--- src/rtl/edge_toggle_divider.sv ---
// Synchronised edge detector feeding a synchronous toggle chain: each accepted
// edge of In emits a one-cycle low on Pulse_n and increments Q (modulo 2^DIV_STAGES).
module edge_toggle_divider #(
  parameter int SYNC_STAGES = 2,
  parameter int DIV_STAGES  = 1,
  parameter int EDGE_MODE   = 0
) (
  input  logic                  Clock,
  input  logic                  Reset,
  input  logic                  In,
  input  logic                  Enable,
  output logic                  Pulse_n,
  output logic [DIV_STAGES-1:0] Q,
  output logic [DIV_STAGES-1:0] Q_inv
);

  logic [SYNC_STAGES-1:0] r_sync;
  logic                   r_prev;

  logic                  w_sync;
  logic                  w_rise;
  logic                  w_fall;
  logic                  w_det;
  logic                  w_acc;
  logic [DIV_STAGES-1:0] w_toggle;

  assign w_sync = r_sync[SYNC_STAGES-1];
  assign w_rise = w_sync & ~r_prev;
  assign w_fall = ~w_sync & r_prev;

  always_comb begin
    w_det = w_rise;
    case (EDGE_MODE)
      1:       w_det = w_fall;
      2:       w_det = w_rise | w_fall;
      default: w_det = w_rise;
    endcase
  end

  // Enable gates detection only; a dropped edge is never replayed.
  assign w_acc = w_det & Enable;

  // Stage i flips when every lower stage is about to wrap from ones to zeros,
  // giving a carry-style up-counter with all flops on the same clock.
  assign w_toggle[0] = w_acc;
  for (genvar gi = 1; gi < DIV_STAGES; gi++) begin : g_toggle
    assign w_toggle[gi] = w_acc & (&Q[gi-1:0]);
  end

  always_ff @(posedge Clock) begin
    if (Reset) begin
      r_sync  <= '0;
      r_prev  <= 1'b0;
      Pulse_n <= 1'b1;
      Q       <= '0;
    end else begin
      r_sync  <= {r_sync[SYNC_STAGES-2:0], In};
      r_prev  <= w_sync;
      Pulse_n <= ~w_acc;
      Q       <= Q ^ w_toggle;
    end
  end

  assign Q_inv = ~Q;

endmodule

--- config.mk ---
export PLATFORM = sky130hd
export DESIGN_NAME = edge_toggle_divider
export DESIGN_NICKNAME = d
export VERILOG_FILES = /design/src/rtl/edge_toggle_divider.sv
export SDC_FILE = /design/constraint.sdc
export NUM_CORES = 1
export LEC_CHECK = 0
export BUFFER_PORTS_ARGS = -buffer_cell sky130_fd_sc_hd__buf_2
export CAP_MARGIN = 20
export CORE_AREA = 2 2 39 41
export DETAILED_ROUTE_END_ITERATION = 8
export DIE_AREA = 0 0 41 43
export SLEW_MARGIN = 40
export SYNTH_ARGS = -nofsm -noshare
export SYNTH_HDL_FRONTEND = slang
export SYNTH_SLANG_ARGS = --single-unit
export TNS_END_PERCENT = 5
--- constraint.sdc ---
create_clock -name Clock -period 1.3 [get_ports Clock]
set_clock_uncertainty 0.15 [all_clocks]
set_input_delay 0.195 -clock Clock [delete_from_list [all_inputs] [get_ports Clock]]
set_output_delay 0.195 -clock Clock [all_outputs]
set_load 0.01 [all_outputs]
Word level (Yosys, flattened, before mapping)
Cells that the tools add are included.
{"block": "op_classes", "addsub": 0, "multipliers": 0, "div": 0, "order_cmp": 0, "eq_ne": 0, "shift": 0, "mux": 0, "bitwise_logic": 6, "n_reduce_logical": 0}
{"operator": "$not 1->1", "n": 3}
{"operator": "$and 1x1->1", "n": 2}
{"operator": "$xor 1x1->1", "n": 1}
{"block": "word_totals", "regBits": 5, "latchBits": 0, "ram_bits": 0, "romBits": 0, "input_bits": 4, "output_inout_bits": 3, "elab_cells": 10, "mem_count": 0}

Depth between registers and ports, before layout
{"block": "logic_depth", "depth_word": 4, "depth_mapped": 2, "depth_no_buf": 2}

Worst setup path before layout
OpenSTA, ideal clock, no wires.
{"block": "synth_path", "path_kind": "flip-flop to flip-flop", "startpoint": "register r_prev", "endpoint": "register Q", "setup_time_ns": 0.121, "arrival_ns": 0.705, "t_required_ns": 1.029, "slack_ns": 0.324, "path_stages_with_launch": 3, "path_buffers": 0, "period_less_slack_ns": 0.976, "path_cell_list": "dfxtp_1 > nand3b_4 > mux2_4"}
{"block": "synth_between", "elab_chain_cells": 4}
{"element": "start: declaration", "line_no": "18", "rtl": "logic r_prev;"}
{"element": "start signal: assignment", "line_no": "58", "rtl": "r_prev <= w_sync;"}
{"element": "$not 1->1", "line_no": "28", "rtl": "assign w_rise = w_sync & ~r_prev;"}
{"element": "$and 1x1->1", "line_no": "28"}
{"element": "$and 1x1->1", "line_no": "41", "rtl": "assign w_acc = w_det & Enable;"}
{"element": "$xor 1x1->1", "line_no": "60", "rtl": "Q <= Q ^ w_toggle;"}
{"element": "end signal: assignment", "line_no": "60"}
{"element": "end: declaration", "line_no": "13", "rtl": "output logic [DIV_STAGES-1:0] Q,"}
No other way between the ends.
A chain may end at the register's enable or synchronous reset.

Worst setup path in the final report
{"block": "layout_path", "startpoint": "register Q", "endpoint": "output Q_inv"}
{"block": "layout_between", "elab_chain_cells": 1}
{"element": "$not 1->1", "line_no": "64", "rtl": "assign Q_inv = ~Q;"}
{"element": "end: declaration", "line_no": "14", "rtl": "output logic [DIV_STAGES-1:0] Q_inv"}
No other way between the ends.

==> run_results.csv <==
group,metric,value,unit
floorplan,fp.dieH,43,µm
finish,fill_cells,149,
route,route.detailed.drc,0,
power_and_ir_drop,p_leak,0.120,nW
clocking,cts_resized,0,
clocking,cts_made_buffers,3,
floorplan,fp-row-count,14,
logic_synthesis,synthCells,14,
placement,gp_congestion,0.546,
sta,setup_tns,0,ns
sta,slew_violations,0,
sta,post-route-period-util,84.9,%
worst_setup_path,slowest_stage,"dfxtp_1",
logic_synthesis,yosys-top-cells-area,"dfxtp_1 (57%), nor2b_1 (14%), nand3b_4 (11%)",
route,wl_per_cell,5.58,µm
finish,regArea,100,µm²
global_routing,grt_pass1_vias,92,
clocking,clkSlewWorstSetupHoldPaths,0.04,ns
power_and_ir_drop,power,0.358,mW
worst_setup_path,r2r_start,"r_prev",
power_and_ir_drop,p_int,0.287,mW
worst_setup_path,cpPeakStageDelay,0.35,ns
floorplan,die_area,0.00176,mm²
worst_setup_path,timing.rr.end,"Q",
global_routing,grt_usage,4.32,%
clocking,clk_latency,0.24,ns
worst_setup_path,critPathMaxFanout,4,
logic_synthesis,ys.warnings.count,0,
route,ant_nets,0,
power_and_ir_drop,powerDensity,1420,mW/mm²
logic_synthesis,yosys.area.top_type,"dfxtp_1",
clocking,postCtsSetupBuffers,0,
logic_synthesis,syn_nets,18,
global_routing,overflow,0,
finish,final_common_cell,"buf_2",
flow_run,maxCapViolCount,0,
placement,dpl.cell_count,36,
hold_path,whs_path_depth,2,
power_and_ir_drop,p_switching,0.0716,mW
sta,setup_viol,0,
global_routing,grt_pass1_wl,365,µm
worst_setup_path,reg2reg_depth,2,
sta,fmax,906,MHz
worst_setup_path,criticalPathCategory,"reg -> out",
clocking,h-tree-depth,1,
finish,mostFrequentLayoutCells,"buf_2 (6), dfxtp_1 (5), nor2b_1 (4), clkbuf_4 (3)",
worst_setup_path,required,0.95,ns
route,first_pass_iters,1,
worst_setup_path,r2r_slack,0.31,ns
logic_synthesis,syn_avg_cell_area,12.5,µm²
worst_setup_path,worstPathCellList,"inv_1 -> buf_2",
finish,multi_input_area,71.3,µm²
worst_setup_path,critical_path.top_delay_family,"flip-flops",
global_routing,grt_max_degree,6,
floorplan,num_io_pins,7,
floorplan,fp.dieW,41,µm
worst_setup_path,crit_buf_inv,2,
finish,layout-drive-gt1-share,45.8,%
logic_synthesis,ys_ff_latch,5,
clocking,clock_sinks,5,
floorplan,initial_core_util,12.7,%
route,first_iter_violations,0,
hold_path,hold_end,"r_sync[0]",
hold_path,worstHoldStart,"In",
logic_synthesis,post_synth_num_cell_types,7,
clocking,hold_buffers,0,
logic_synthesis,yosysSeqAreaShare,57.1,%
hold_path,worstHoldPathType,"in -> reg",
power_and_ir_drop,combPwrFrac,5.5,%
sta,max_slew_margin,90.9,%
clocking,cts-root-buf,"clkbuf_4",
global_routing,antenna_found_initial,0,
floorplan,core,0.00138,mm²
clocking,clockBufferDepth,2,
sta,timing_hold_violations_final,0,
finish,antenna_cells,0,
worst_setup_path,critPathLaunchType,"register",
finish,fin_cells,40,
route,wl,223,µm
sta,finalCriticalPeriod,1.10,ns
clocking,cts_tree,"built",
worst_setup_path,cp.arrival,0.76,ns
power_and_ir_drop,netSwitchingFraction,20.0,%
power_and_ir_drop,ir_drop,0.571,mV
status,outcome,"finished clean",
sta,grt_setup_unrepaired,"false",
finish,fin_nets,29,
sta,tightest_slew,0.136,ns
worst_setup_path,cp-end-kind,"primary output",
logic_synthesis,syn-cell-area,175,µm²
placement,io_buffers,6,
power_and_ir_drop,clkPwrFrac,49.3,%
finish,syn2layout_area_growth,43.6,%
route,routed-via-count,119,
route,avgViaCountPerCell,2.98,
power_and_ir_drop,pwr-share-seq,45.2,%
logic_synthesis,netlist.area_leader.share,57.1,%
[per-layer routing]
metal,global-route usage [%],vias up,part of all wire (%)
met5,0,-,0
met4,2.00,0,0
met3,9.42,0,26
met2,2.81,11,28
met1,4.19,45,46
li1,-,63,-
[synth_stat cells]
| library cell | number |
|---|---|
| nand3b_1 | 1 |
| nor2b_1 | 4 |
| nand3b_4 | 1 |
| mux2_4 | 1 |
| nor2_1 | 1 |
| dfxtp_1 | 5 |
| inv_1 | 1 |
[cell type report]
type	count	share of cell area, %
inverter	1	1.49
sequential	5	39.8
timing repair buffer	6	11.9
multi-input combinational	8	28.4
clock buffer	4	10.4
tap	16	7.96
[state kept, by name (all words and copies together) (netlist names)]
register,flops
Pulse_n,1
r_prev,1
r_sync,2
Q,1
[logic make-up after synthesis]
group,Yosys count,share of synthesized area [%]
mux,1,8.57
simple gates,7,32.1
flops,5,57.1
buf+inv,1,2.14
[per-stage QoR]
| step | hold slack [ns] | cell area (µm²) | util [%] | setup slack [ns] |
|---|---|---|---|---|
| floorplan | 0.117 | 175 | - | 0.324 |
| global placement | 0.251 | 225 | 16.3 | 0.317 |
| detailed placement | 0.260 | 225 | 16.3 | 0.308 |
| CTS | 0.00830 | 251 | 18.2 | 0.184 |
| global route | 0.00797 | 251 | 18.2 | 0.129 |
| finish | 0.0154 | 251 | 18.2 | 0.196 |
[worst reg2reg max path, delay by kind of cell (launching register included)]
family | cells | cell delay (ns)
flip-flops | 1 | 0.30
multiplexers | 1 | 0.29
AND/OR/NAND/NOR | 1 | 0.15
[power by group through the flow]
stage          Sequential, mW  Clock [mW]  Combinational (mW)
2_1_floorplan           0.165           0             0.00914
3_3_place_gp            0.165           0              0.0198
3_5_place_dp            0.165           0              0.0202
4_1_cts                 0.162       0.186              0.0202
5_1_grt                 0.162       0.207              0.0223
6_report                0.162       0.176              0.0198
[how the worst max path moves through the flow]
stage	start	end	slack [ns]	depth (start not counted)
2_1_floorplan	r_prev	Q	0.32	2
3_5_place_dp	r_sync[1]	Q	0.31	2
6_report	Q	Q_inv	0.20	2
3_3_place_gp	r_prev	Q	0.32	2
5_1_grt	Q	Q_inv	0.13	2
4_1_cts	Q	Q_inv	0.18	2
Note: power is estimated with default switching activity, not from simulation.
